===== src/rtl/fetch_stage.sv =====
// rtl/fetch_stage.sv - IF stage: PC register, imem request handshake, IF/ID register
// Define FETCH_SKID_BUF_EN to keep a response that arrives during a stall instead of refetching it.
module fetch_stage #(
    parameter logic [31:0] RESET_PC = 32'h0000_0000,
    parameter logic [31:0] NOP_INST = 32'h0000_0013
) (
    input  logic        clk,
    input  logic        rst_n,
    input  logic        pcStall,
    input  logic        pcFromTaken,
    input  logic [31:0] taken_pc,
    input  logic        IF_ID_stall,
    input  logic        IF_ID_flush,
    output logic        imem_req,
    output logic [31:0] imem_addr,
    input  logic        imem_rvalid,
    input  logic [31:0] imem_rdata,
    output logic [31:0] IF_ID_pc,
    output logic [31:0] IF_ID_inst,
    output logic        IF_ID_valid
);

    typedef enum logic {FETCH = 1'b0, DRAIN = 1'b1} state_e;

    state_e      state_q, state_d;
    logic [31:0] pc_q, pc_d;
    logic        req_q, req_d;
    logic [31:0] req_addr_q, req_addr_d;
    logic [31:0] ifid_pc_q, ifid_pc_d;
    logic [31:0] ifid_inst_q, ifid_inst_d;
    logic        ifid_valid_q, ifid_valid_d;
`ifdef FETCH_SKID_BUF_EN
    logic [31:0] buf_pc_q, buf_pc_d;
    logic [31:0] buf_inst_q, buf_inst_d;
    logic        buf_full_q, buf_full_d;
`endif

    logic        resp;
    logic        stall;
    logic [31:0] redirect_pc;
    logic        tpc_unused;

    assign resp        = req_q & imem_rvalid;
    assign stall       = pcStall | IF_ID_stall;
    assign redirect_pc = {taken_pc[31:2], 2'b00};
    assign tpc_unused  = ^taken_pc[1:0];

    always_comb begin
        state_d      = state_q;
        pc_d         = pc_q;
        req_d        = req_q;
        req_addr_d   = req_addr_q;
        ifid_pc_d    = ifid_pc_q;
        ifid_inst_d  = ifid_inst_q;
        ifid_valid_d = ifid_valid_q;
`ifdef FETCH_SKID_BUF_EN
        buf_pc_d     = buf_pc_q;
        buf_inst_d   = buf_inst_q;
        buf_full_d   = buf_full_q;
`endif
        case (state_q)
            FETCH: begin
                if (pcFromTaken) begin
                    pc_d         = redirect_pc;
                    ifid_valid_d = 1'b0;
                    ifid_inst_d  = NOP_INST;
`ifdef FETCH_SKID_BUF_EN
                    buf_full_d   = 1'b0;
`endif
                    // An unanswered request cannot be dropped; wait it out in DRAIN.
                    if (req_q && !imem_rvalid) begin
                        state_d = DRAIN;
                    end else begin
                        req_d      = 1'b1;
                        req_addr_d = redirect_pc;
                    end
                end else if (IF_ID_flush) begin
                    ifid_valid_d = 1'b0;
                    ifid_inst_d  = NOP_INST;
`ifdef FETCH_SKID_BUF_EN
                    // pc already moved past the buffered word; rewind so it is fetched again.
                    if (buf_full_q) begin
                        pc_d       = buf_pc_q;
                        buf_full_d = 1'b0;
                    end
`endif
                    if (!req_q || imem_rvalid) begin
                        req_d      = 1'b1;
                        req_addr_d = pc_d;
                    end
                end else if (stall) begin
                    if (resp) begin
                        req_d = 1'b0;
`ifdef FETCH_SKID_BUF_EN
                        buf_pc_d   = req_addr_q;
                        buf_inst_d = imem_rdata;
                        buf_full_d = 1'b1;
                        pc_d       = pc_q + 32'd4;
`endif
                    end
                end
`ifdef FETCH_SKID_BUF_EN
                else if (buf_full_q) begin
                    ifid_pc_d    = buf_pc_q;
                    ifid_inst_d  = buf_inst_q;
                    ifid_valid_d = 1'b1;
                    buf_full_d   = 1'b0;
                    req_d        = 1'b1;
                    req_addr_d   = pc_q;
                end
`endif
                else if (resp) begin
                    ifid_pc_d    = req_addr_q;
                    ifid_inst_d  = imem_rdata;
                    ifid_valid_d = 1'b1;
                    pc_d         = pc_q + 32'd4;
                    req_d        = 1'b1;
                    req_addr_d   = pc_q + 32'd4;
                end else begin
                    ifid_valid_d = 1'b0;
                    ifid_inst_d  = NOP_INST;
                    if (!req_q) begin
                        req_d      = 1'b1;
                        req_addr_d = pc_q;
                    end
                end
            end
            DRAIN: begin
                ifid_valid_d = 1'b0;
                ifid_inst_d  = NOP_INST;
                if (pcFromTaken) begin
                    pc_d = redirect_pc;
                end
                if (resp) begin
                    state_d    = FETCH;
                    req_d      = 1'b1;
                    req_addr_d = pc_d;
                end
            end
            default: state_d = FETCH;
        endcase
    end

    always_ff @(posedge clk or negedge rst_n) begin
        if (!rst_n) begin
            state_q      <= FETCH;
            pc_q         <= RESET_PC;
            req_q        <= 1'b0;
            req_addr_q   <= RESET_PC;
            ifid_pc_q    <= 32'h0;
            ifid_inst_q  <= NOP_INST;
            ifid_valid_q <= 1'b0;
`ifdef FETCH_SKID_BUF_EN
            buf_pc_q     <= 32'h0;
            buf_inst_q   <= NOP_INST;
            buf_full_q   <= 1'b0;
`endif
        end else begin
            state_q      <= state_d;
            pc_q         <= pc_d;
            req_q        <= req_d;
            req_addr_q   <= req_addr_d;
            ifid_pc_q    <= ifid_pc_d;
            ifid_inst_q  <= ifid_inst_d;
            ifid_valid_q <= ifid_valid_d;
`ifdef FETCH_SKID_BUF_EN
            buf_pc_q     <= buf_pc_d;
            buf_inst_q   <= buf_inst_d;
            buf_full_q   <= buf_full_d;
`endif
        end
    end

    assign imem_req    = req_q;
    assign imem_addr   = req_addr_q;
    assign IF_ID_pc    = ifid_pc_q;
    assign IF_ID_inst  = ifid_inst_q;
    assign IF_ID_valid = ifid_valid_q;

endmodule


===== config.mk =====
export PLATFORM = sky130hd
export DESIGN_NAME = fetch_stage
export DESIGN_NICKNAME = d
export VERILOG_FILES = /design/src/rtl/fetch_stage.sv
export SDC_FILE = /design/constraint.sdc
export NUM_CORES = 1
export LEC_CHECK = 0
export BUFFER_PORTS_ARGS = -buffer_cell sky130_fd_sc_hd__buf_4
export CORE_ASPECT_RATIO = 0.5
export CORE_UTILIZATION = 40
export CTS_CLUSTER_SIZE = 16
export DETAILED_ROUTE_END_ITERATION = 8
export REMOVE_ABC_BUFFERS = 1
export SYNTH_ARGS = -nofsm -noshare
export SYNTH_HDL_FRONTEND = slang
export SYNTH_SLANG_ARGS = --single-unit

===== constraint.sdc =====
create_clock -name clk -period 3.5 [get_ports clk]
set_input_delay 0.525 -clock clk [delete_from_list [all_inputs] [get_ports clk]]
set_output_delay 0.525 -clock clk [all_outputs]
set_load 0.1 [all_outputs]

==> impl_metrics.toml <==
[outcome]
status = "finished, final reports clean"

[clock_network]
htreeDepth = 4
cts_tree = "done"
cts.root.buffer_cell = "clkbuf_16"
cts_buffers = 17
clock_latency_ns = 0.42
cts.clk_slew.worst_paths_ns = 0.07
holdBufCountCts = 0
clk_path_buf_depth = 2
post_cts_buffers = 0
cts_resized = 0
cts_sinks = 131

[timing]
hold_viol = 0
timing.final.crit_share_pct = 75.1
worstMarginPinSlew_ns = 0.875
fin_skew_ns = 0.0136
rsz0062_at_grt = "false"
setup_violations = 0
slew_headroom_pct = 41.7
maxSlewViolCount = 0
fmax_mhz = 381
setup_slack_ns = 0.872
finalCriticalPeriod_ns = 2.63
setup_tns_ns = 0

[place]
place_ws_ns = 0.918
gp_congestion = 0.851
dp.final_hpwl_um = 12400
place_inst = 1023
io_buffer_count = 166

[setup_path]
arrival_ns = 2.94
startpoint = "state_q$_DFF_PN0_"
path_buf_inv = 1
critical-path-top-delay-family = "flip-flops"
crit_path_end_kind = "flop"
crit_type = "flop to flop"
worstPathMaxFanout = 21
critPathLaunchType = "flop"
reg2reg_from = "state_q$_DFF_PN0_"
path_cells = "or2_0 -> o32a_1 -> buf_4 -> nand2_1 -> o221ai_1"
worst_path_max_delay_cell = "dfrtp_1"
crit_required_ns = 3.81
slowest_delay_ns = 0.91

[synthesis]
synth.avg_cell_area_um2 = 9.84
yosysWarnings = 0
synth.top_cell.area_share_pct = 48.7
synth.most_common_cell = "nand2_1"
synthFlopType = "dfrtp_1"
ys_types = 62
ys_top_cells_by_area = "dfrtp_1, nand2_1, xor2_1"
yosysTopAreaCell = "dfrtp_1"
yosys-top-cells-count = "nand2_1, dfrtp_1, o21ai_0, nor2_1, xor2_1"
synth_edf_count = 0
ys_seq_elements = 131
async_flop_share_pct = 100
netlist_area_mm2 = 0.00658
syn_inst = 669
synth-seq-area-share_pct = 49.9

[floorplanning]
core_mm2 = 0.0157
dieWidth_um = 183
num_rows = 32
die_area_mm2 = 0.0170
chipHeight_um = 92.7
io_pins = 169
start_util_pct = 41.8

[power_and_ir_drop]
power.leakage_nw = 4.02
p_clk_share_pct = 30.8
p_sw_mw = 2.67
switching_share_pct = 44.5
power_frac_seq_pct = 32.4
p_int_mw = 3.33
vdd_ir_drop_max_mv = 0.345
power.density_mw_per_mm2 = 699
p_comb_share_pct = 36.8

[finish]
instances_no_fill = 1055
drive_gt1_share_pct = 30.0
register_area_mm2 = 0.00328
antenna_cells = 0
n_fill_cell = 1442
synthToLayoutAreaGrowth_pct = 30.5
layout.nets = 893
multiInputGateArea_mm2 = 0.00303

[global_routing]
antenna_found_initial = 0
overflow = 0
grt_pass1_vias = 5363
grt_max_degree = 80
grt_pass1_wl_um = 28800
grt_use_total_pct = 21.9

[worst_hold_path]
hp-class = "input port to async pin"

[drt]
drt-total-wl_um = 18000
wire_per_inst_um = 17.0
drt_iter0_drc = 408
drtPass1Iterations = 5
viasPerCell = 5.30
num_vias = 5588
drc_errors = 0
detail-route-antenna-nets = 0

[run]
cap_violations = 0
==> flip-flops by register name (all words and copies together) (netlist names) <==
register     flops
state_q          1
IF_ID_inst      32
imem_req         1
imem_addr       32
IF_ID_valid      1
pc_q            32
IF_ID_pc        32
==> cell usage in the layout (no fill, tap or decap), types with 4 or more instances in the layout <==
cell and count:
xor2_1 30, a21oi_1 12, nor3_1 10, a22oi_1 7, o31ai_1 5, buf_4 181
and2_1 4, o211ai_1 7, clkbuf_16 17, xnor2_1 19, and3_1 8, dfrtp_1 128
inv_1 5, a22o_1 29, and4_1 4, mux2_2 14, nor2_1 30, nand3_1 21
clkinv_4 4, o21ai_0 39, mux2i_1 6, nand4_1 17, nand2_1 159, nor2b_1 5
==> power by group through the flow <==
stage / Combinational [mW] / Clock (mW) / Sequential, mW
floorplan: 0.342 / 0 / 3.26
global placement: 2.20 / 0 / 1.96
detailed placement: 2.21 / 0 / 1.97
CTS: 2.22 / 1.88 / 1.94
global route: 2.30 / 1.96 / 1.98
finish: 2.21 / 1.85 / 1.94
==> layout make-up <==
class	instances	area share, %
multi-input combinational	484	35.3
clock buffer	18	5.00
sequential	131	38.2
clock inverter	14	2.08
timing repair buffer	182	16.0
inverter	5	0.219
tap	221	3.22
==> per-layer routing <==
metal  global-route usage, %  part of all wire [%]  vias to the layer above
met1                    30.8                    50                     2779
met4                    5.28                   1.0                        0
met2                    34.8                    45                      140
met5                       0                     0                        -
li1                        -                     -                     2651
met3                    4.01                   4.2                       18
==> worst register-to-register path, delay by kind of cell, from the launching register on <==
| family | cells | cell delay, ns |
|---|---|---|
| AO/OA/AOI/OAI | 2 | 0.58 |
| AND/OR/NAND/NOR | 2 | 0.84 |
| flip-flops | 1 | 0.91 |
| buffers and inverters | 1 | 0.21 |
==> metrics by stage <==
stage / utilization, % / instance area (um2) / hold slack (ns) / power (mW)
final: 54.6 / 8590 / 0.0948 / 6.00
after global placement: 50.7 / 7980 / 0.460 / 4.15
after floorplan: - / 6310 / 0.229 / 3.60
after detailed placement: 50.7 / 7980 / 0.464 / 4.18
after CTS: 54.6 / 8590 / 0.174 / 6.04
after global routing: 54.6 / 8590 / 0.215 / 6.24
==> cell families after synthesis <==
| logic type | after synthesis | share of synthesized area, % |
|---|---|---|
| AOI/OAI and AO/OA | 126 | 13.7 |
| xor gates and xnor gates | 49 | 6.52 |
| adders and majority gates | 1 | 0.190 |
| buffers and inverters | 54 | 4.35 |
| DFF | 131 | 49.9 |
| muxes | 21 | 3.54 |
| and+or+nand+nor | 287 | 21.9 |
==> worst paths after layout <==
check                           cells after the start                         end  slack (ns)
worst max register to register                      5   imem_addr[26]$_DFFE_PN0P_        0.87
min in group clk                                    2        imem_req$_DFFE_PN0P_        0.33
worst min-delay path                                1     IF_ID_pc[8]$_DFFE_PN0P_        0.09
worst min register to register                      2    IF_ID_pc[20]$_DFFE_PN0P_        0.47
worst max-delay path                                5   imem_addr[26]$_DFFE_PN0P_        0.87
max in group asynchronous                           2  IF_ID_inst[23]$_DFFE_PN0N_        2.55
No activity file was read; power rests on OpenSTA's default activity.
